[src/rtl/vga_timing_gen.sv]
// vga_timing_gen: parametrised raster timing generator.
// Divides clk_100MHz down to a pixel tick and produces pixel coordinates,
// display enable, sync pulses of configurable polarity, line/frame start
// strobes and a run/stop handshake that only changes on frame boundaries.
// Optional feature macro: VTG_FRAME_COUNTER_EN adds a 16-bit frame_count output.

module vga_timing_gen #(
    parameter int CLK_DIV   = 4,
    parameter int HD        = 640,
    parameter int HF        = 16,
    parameter int HR        = 96,
    parameter int HB        = 48,
    parameter int VD        = 480,
    parameter int VF        = 10,
    parameter int VR        = 2,
    parameter int VB        = 33,
    parameter bit HSYNC_POL = 1'b0,
    parameter bit VSYNC_POL = 1'b0,
    parameter int CW        = 10
) (
    input  logic          clk_100MHz,
    input  logic          reset,
    input  logic          enable,
    output logic          running,
    output logic          p_tick,
    output logic [CW-1:0] x,
    output logic [CW-1:0] y,
    output logic          video_on,
    output logic          hsync,
    output logic          vsync,
    output logic          line_start,
    output logic          frame_start
`ifdef VTG_FRAME_COUNTER_EN
    ,
    output logic [15:0]   frame_count
`endif
);

    // Raster geometry.
    localparam int HTOT = HD + HF + HR + HB;
    localparam int VTOT = VD + VF + VR + VB;

    // Sync windows and active-area limits, widened to 32 bits so a window
    // ending exactly at 2^CW cannot overflow the coordinate width.
    localparam logic [31:0] H_ACTIVE   = 32'(HD);
    localparam logic [31:0] V_ACTIVE   = 32'(VD);
    localparam logic [31:0] HS_START   = 32'(HD + HF);
    localparam logic [31:0] HS_END     = 32'(HD + HF + HR);
    localparam logic [31:0] VS_START   = 32'(VD + VF);
    localparam logic [31:0] VS_END     = 32'(VD + VF + VR);

    localparam logic [CW-1:0] X_LAST = CW'(HTOT - 1);
    localparam logic [CW-1:0] Y_LAST = CW'(VTOT - 1);

    // Divider width: at least one bit so CLK_DIV=1 still has a legal register.
    localparam int DW = (CLK_DIV > 1) ? $clog2(CLK_DIV) : 1;
    localparam logic [DW-1:0] DIV_LAST = DW'(CLK_DIV - 1);

    // Run/stop states.
    localparam logic [1:0] S_IDLE  = 2'd0;
    localparam logic [1:0] S_RUN   = 2'd1;
    localparam logic [1:0] S_DRAIN = 2'd2;

    logic [DW-1:0] r_divCnt;
    logic [1:0]    r_state;
    logic [CW-1:0] r_x;
    logic [CW-1:0] r_y;
    logic          r_videoOn;
    logic          r_hsync;
    logic          r_vsync;
    logic          r_lineStart;
    logic          r_frameStart;

    logic          w_tick;
    logic          w_hWrap;
    logic          w_vWrap;
    logic [CW-1:0] w_xAdv;
    logic [CW-1:0] w_yAdv;
    logic [1:0]    w_stateNext;
    logic [CW-1:0] w_xNext;
    logic [CW-1:0] w_yNext;
    logic          w_lineStrobe;
    logic          w_frameStrobe;
    logic          w_active;
    logic          w_videoNext;
    logic          w_hsActive;
    logic          w_vsActive;

    assign w_tick = (r_divCnt == DIV_LAST);

    // Pixel divider: free-running 0..CLK_DIV-1 in every state.
    always_ff @(posedge clk_100MHz or posedge reset) begin
        if (reset) begin
            r_divCnt <= '0;
        end else if (w_tick) begin
            r_divCnt <= '0;
        end else begin
            r_divCnt <= r_divCnt + 1'b1;
        end
    end

    // Raster position one pixel ahead, used by RUN and DRAIN alike.
    always_comb begin
        w_hWrap = (r_x == X_LAST);
        w_vWrap = (r_y == Y_LAST);
        w_xAdv  = w_hWrap ? '0 : r_x + 1'b1;
        w_yAdv  = r_y;
        if (w_hWrap) begin
            w_yAdv = w_vWrap ? '0 : r_y + 1'b1;
        end
    end

    // Next state, next coordinates and strobe requests for the coming tick.
    always_comb begin
        w_stateNext   = r_state;
        w_xNext       = r_x;
        w_yNext       = r_y;
        w_lineStrobe  = 1'b0;
        w_frameStrobe = 1'b0;
        if (w_tick) begin
            case (r_state)
                S_IDLE: begin
                    w_xNext = '0;
                    w_yNext = '0;
                    if (enable) begin
                        w_stateNext   = S_RUN;
                        w_lineStrobe  = 1'b1;
                        w_frameStrobe = 1'b1;
                    end
                end
                S_RUN: begin
                    w_xNext       = w_xAdv;
                    w_yNext       = w_yAdv;
                    w_lineStrobe  = w_hWrap;
                    w_frameStrobe = w_hWrap && w_vWrap;
                    if (!enable) begin
                        w_stateNext = S_DRAIN;
                    end
                end
                S_DRAIN: begin
                    w_xNext      = w_xAdv;
                    w_yNext      = w_yAdv;
                    w_lineStrobe = w_hWrap;
                    if (w_hWrap && w_vWrap) begin
                        if (enable) begin
                            w_stateNext   = S_RUN;
                            w_frameStrobe = 1'b1;
                        end else begin
                            w_stateNext  = S_IDLE;
                            w_lineStrobe = 1'b0;
                        end
                    end
                end
                default: begin
                    w_stateNext = S_IDLE;
                    w_xNext     = '0;
                    w_yNext     = '0;
                end
            endcase
        end
    end

    // Display-enable and sync windows decoded from the next-state counts.
    always_comb begin
        w_active    = (w_stateNext != S_IDLE);
        w_videoNext = w_active
                      && (32'(w_xNext) < H_ACTIVE)
                      && (32'(w_yNext) < V_ACTIVE);
        w_hsActive  = w_active
                      && (32'(w_xNext) >= HS_START)
                      && (32'(w_xNext) < HS_END);
        w_vsActive  = w_active
                      && (32'(w_yNext) >= VS_START)
                      && (32'(w_yNext) < VS_END);
    end

    // State, coordinates, syncs and video_on all move together on a tick.
    always_ff @(posedge clk_100MHz or posedge reset) begin
        if (reset) begin
            r_state   <= S_IDLE;
            r_x       <= '0;
            r_y       <= '0;
            r_videoOn <= 1'b0;
            r_hsync   <= ~HSYNC_POL;
            r_vsync   <= ~VSYNC_POL;
        end else if (w_tick) begin
            r_state   <= w_stateNext;
            r_x       <= w_xNext;
            r_y       <= w_yNext;
            r_videoOn <= w_videoNext;
            r_hsync   <= w_hsActive ? HSYNC_POL : ~HSYNC_POL;
            r_vsync   <= w_vsActive ? VSYNC_POL : ~VSYNC_POL;
        end
    end

    // Strobes last exactly one clk_100MHz cycle after the updating edge.
    always_ff @(posedge clk_100MHz or posedge reset) begin
        if (reset) begin
            r_lineStart  <= 1'b0;
            r_frameStart <= 1'b0;
        end else begin
            r_lineStart  <= w_tick && w_lineStrobe;
            r_frameStart <= w_tick && w_frameStrobe;
        end
    end

`ifdef VTG_FRAME_COUNTER_EN
    logic [15:0] r_frameCount;

    // Frame counter advances during the frame_start cycle and wraps naturally.
    always_ff @(posedge clk_100MHz or posedge reset) begin
        if (reset) begin
            r_frameCount <= '0;
        end else if (r_frameStart) begin
            r_frameCount <= r_frameCount + 16'd1;
        end
    end

    assign frame_count = r_frameCount;
`else
    // Without the frame counter there is no extra state to keep.
`endif

    assign running     = (r_state == S_RUN) || (r_state == S_DRAIN);
    assign p_tick      = w_tick;
    assign x           = r_x;
    assign y           = r_y;
    assign video_on    = r_videoOn;
    assign hsync       = r_hsync;
    assign vsync       = r_vsync;
    assign line_start  = r_lineStart;
    assign frame_start = r_frameStart;

endmodule

[config.mk]
export PLATFORM = sky130hd
export DESIGN_NAME = vga_timing_gen
export DESIGN_NICKNAME = d
export VERILOG_FILES = /design/src/rtl/vga_timing_gen.sv
export SDC_FILE = /design/constraint.sdc
export NUM_CORES = 1
export LEC_CHECK = 0
export CAP_MARGIN = 20
export CORE_MARGIN = 5
export CORE_UTILIZATION = 25
export DETAILED_ROUTE_END_ITERATION = 7
export GPL_ROUTABILITY_DRIVEN = 0
export SYNTH_ARGS = -nofsm -noshare
export SYNTH_HDL_FRONTEND = slang
export SYNTH_SLANG_ARGS = --single-unit
[constraint.sdc]
create_clock -name clk_100MHz -period 6.1 [get_ports clk_100MHz]
set_input_delay 1.83 -clock clk_100MHz [delete_from_list [all_inputs] [get_ports clk_100MHz]]
set_output_delay 1.83 -clock clk_100MHz [all_outputs]
set_load 0.05 [all_outputs]
# Yosys cells after proc, flatten, opt, wreduce, memory -nomap -nowiden
# Cells that the tools add are included.
# totals
register_bits,29
output_inout_bits,27
# classes
add_sub_neg,3
n_lt_le_gt_ge,6
n_eq_ne,5
muxes,24
n_reduce_logical,13
# op_table
op,count
two-way mux 10 bit,7
"adder 10 x 1 -> 10 bit, second input constant",2
"equality test 10 bit, second input constant",2
"< comparator 10 bit, second input constant",2
"< comparator 10 x 9 -> 1 bit, second input constant",2
">= comparator 10 bit, second input constant",1
">= comparator 10 x 9 -> 1 bit, second input constant",1
two-way mux 2 bit,5
logical AND 1 bit,9
two-way mux 1 bit,9
one-hot mux 1 bit (3 select lines),2
one-hot mux 2 bit (3 select lines),1
"equality test 2 bit, second input constant",2
"adder 2 x 1 -> 2 bit, second input constant",1
"equality test 2 x 1 -> 1 bit, second input constant",1
zero test 2 bit,1
nonzero test 2 bit,1
OR reduction 2 bit,1
logical OR 1 bit,1

# Logic depth before layout (Yosys ltp)
# depth
depth_word,9
ltp_mapped,9
ltp_nobuf,9

# Worst setup path after synthesis
# Ideal clock, no wire load.
# synth_path
path_kind,input-to-reg
startpoint,input enable
endpoint,register r_videoOn (netlist: video_on)
setup_ps,95
t_arrival_ps,2787
required_time_ps,6005
setup_slack_ps,3218
stages,7
n_path_buf,0
path_cell_list,nand2_1 -> nor3_1 -> a32oi_1 -> and2_0 -> o21ai_1 -> o21ai_1 -> o32ai_2
# synth_via
elab_chain_len,7
# synth_rtl
item,line_no,source
from (decl),23,"input logic enable,"
two-way mux 1 bit,145,if (enable) begin
two-way mux 2 bit,144,if (w_hWrap && w_vWrap) begin
one-hot mux 2 bit (3 select lines) *,121,case (r_state)
two-way mux 2 bit *,120,if (w_tick) begin
nonzero test 2 bit *,165,w_active = (w_stateNext != S_IDLE);
logical AND 1 bit *,167,&& (32'(w_xNext) < H_ACTIVE)
logical AND 1 bit *,168,&& (32'(w_yNext) < V_ACTIVE);
to (signal assigned),190,r_videoOn <= w_videoNext;
to (decl),68,logic r_videoOn;
# Every way passes the cells marked *; elsewhere a longest branch is shown, timed or not.
# A chain may end at the register's enable or synchronous reset.

# Final worst setup path
# layout_path
startpoint,register r_state[1]
endpoint,output running
# layout_via
elab_chain_len,2
# layout_rtl
item,line_no,source
from (decl),65,logic [1:0] r_state;
from (signal assigned),187,r_state <= w_stateNext;
equality test 2 x 1 -> 1 bit or equality test 2 bit (tied branches),224,assign running = (r_state == S_RUN) || (r_state == S_DRAIN);
logical OR 1 bit *,224,
to (decl),24,"output logic running,"
# Marked as above.

==> impl_metrics.json <==
{
  "ant_nets": 0,
  "relSlewSlack": 0.615,
  "drtIter0Drc": 134,
  "grt_start_max_net_pins": 25,
  "synth_edf_count": 0,
  "clk_latency_ns": 0.28,
  "outcome": "completed",
  "io_buffer_count": 29,
  "post-route-util": 0.324,
  "powerDensity_nw_per_um2": 153,
  "coreArea_um2": 7250,
  "finalMaxSlewViolations": 0,
  "clkTransAtPathRegs_ns": 0.06,
  "ir_drop_mv": 0.0510,
  "finish.instance_area_um2": 2350,
  "fin_cells": 335,
  "cp-end-kind": "output port",
  "r2r_setup_slack_ns": 3.58,
  "finalHoldViolations": 0,
  "path_class": "reg -> out",
  "wl_um": 4900,
  "dieHeight_um": 96.1,
  "rows": 31,
  "setup_slack_ns": 2.27,
  "seqPwrFrac": 0.535,
  "swShare": 0.208,
  "hold_slack_ns": 0.434,
  "cts_buffers": 5,
  "p_leak_nw": 0.888,
  "layout_min_cycle_time_ns": 3.83,
  "num_vias": 1684,
  "dominantRegCellSynth": "dfrtp_1",
  "grt_use_total": 0.116,
  "critPathBufInv": 2,
  "die_w_um": 96.1,
  "cts_tree": "built",
  "seq_area_frac_synth": 0.393,
  "maxCapViolCount": 0,
  "crit_cells": 3,
  "rsz0062_at_grt": "no",
  "vias_per_cell": 5.03,
  "crit_chain": "inv_1, ha_1, clkdlybuf4s50_1",
  "grt_pass1_vias": 1697,
  "grt_pass1_wl_um": 8370,
  "finalCritPeriodShare": 0.628,
  "p_int_mw": 0.285,
  "dp_cells": 328,
  "fmax_ghz": 0.261,
  "layout_commonest_cell": "nand2_1",
  "crit_fanout": 5,
  "routedWlPerCell_um": 14.6,
  "cts_hold_buf": 0,
  "hold_path_depth": 1,
  "arrival_ns": 2.00,
  "ioPinCount": 30,
  "clockPowerShare": 0.442,
  "yosys.cell_types.count": 56,
  "syn_nets": 214,
  "switchingPower_mw": 0.0747,
  "critPathTopFamily": "buffers and inverters",
  "synthArstFlopShare": 1.00,
  "post_cts_buffers": 0,
  "fin_setup_tns_ns": 0,
  "startpoint_type": "flop",
  "power_mw": 0.360,
  "first_pass_iters": 4,
  "overflow": 0,
  "p_comb_frac": 0.023,
  "cts_resized": 0,
  "setup_viol": 0,
  "clkSinkCount": 29,
  "placed_area_um2": 2260,
  "clock_path_buffers": 2,
  "die_area_um2": 9240,
  "hold_path_class": "reg -> reg",
  "avgSynthCellArea_um2": 9.13,
  "r2r_cells": 9,
  "synth_cells": 203,
  "start_util": 0.256,
  "slowest_stage": "clkdlybuf4s50_1",
  "drc_errors": 0,
  "synth-seq-cells": 29,
  "place_worst_setup_slack_ns": 2.35,
  "final_nets": 247,
  "fin_skew_ns": 0.00792,
  "htreeDepth": 2,
  "max_stage_delay_ns": 0.83,
  "drive_gt1_frac": 0.114,
  "netlist_area_um2": 1850,
  "dp_hpwl_um": 3690,
  "final_cell_mix": "nand2_1 (33), clkdlybuf4s50_1 (29), dfrtp_1 (27)",
  "cp.required_ns": 4.27,
  "ys_warn_count": 0,
  "worst_pin_slew_ns": 0.575,
  "area_growth_pct": 26.8,
  "num_antenna_cells": 0,
  "clockRootBuffer": "clkbuf_8",
  "antenna_found_initial": 0
}
==> cells by family after synthesis <==
family                     synth area share
AOI/OAI and AO/OA                     0.209
xor gates and xnor gates            0.00472
adders and majority gates            0.0540
buffers and inverters                0.0371
DFF                                   0.393
muxes                                0.0115
and+or+nand+nor                       0.291
==> Yosys cell counts, drive strengths merged, types with 3 or more instances <==
master / instances / area, µm²
a21o: 3 / 22.5
a21oi: 5 / 28.8
a31oi: 4 / 25.0
and4: 4 / 38.8
buf: 3 / 21.3
dfrtp: 27 / 676
ha: 8 / 100
inv: 8 / 30.0
nand2: 33 / 124
nand3: 10 / 62.6
nand4: 7 / 50.1
nor2: 11 / 41.3
nor2b: 3 / 18.8
nor3: 8 / 45.0
nor3b: 3 / 33.8
o21a: 4 / 30.0
o21ai: 23 / 126
o31ai: 4 / 30.0
==> layout make-up <==
class / count / area, µm²
flip-flops and latches: 29 / 728
multi-input cells: 161 / 1060
well taps: 99 / 124
fillers: 764 / 4900
repair buffers: 31 / 325
clock buffers: 7 / 86.3
inverters: 8 / 30.0
==> routing by layer <==
layer / wire (µm) / GRT usage / vias to the layer above
li1: - / - / 820
met1: 2290 / 0.148 / 806
met2: 2240 / 0.179 / 49
met3: 306 / 0.0414 / 9
met4: 66 / 0.0450 / 0
met5: 0 / 0 / -
==> power by group through the flow <==
| stage | Sequential, mW | Clock (mW) | Combinational (mW) |
|---|---|---|---|
| global route | 0.192 | 0.174 | 0.00956 |
| detailed placement | 0.196 | 0 | 0.00862 |
| floorplan | 0.196 | 0 | 0.00324 |
| finish | 0.192 | 0.159 | 0.00823 |
| global placement | 0.196 | 0 | 0.00630 |
| CTS | 0.192 | 0.163 | 0.00860 |
==> flip-flops by register name, indices dropped and copies added (netlist names) <==
register and cells:
frame_start 1, hsync 1, line_start 1, r_divCnt 2, r_state 2, video_on 1
vsync 1, x 10, y 10
==> final timing paths <==
check | start | end
setup / recovery | r_state[1] | running
hold / removal | r_divCnt[0] | r_divCnt[0]
setup reg to reg | r_state[1] | video_on
hold reg to reg | r_divCnt[0] | r_divCnt[0]
max in group asynchronous | reset | hsync
min in group asynchronous | reset | y[6]
Power figures use the tool's default switching activity.
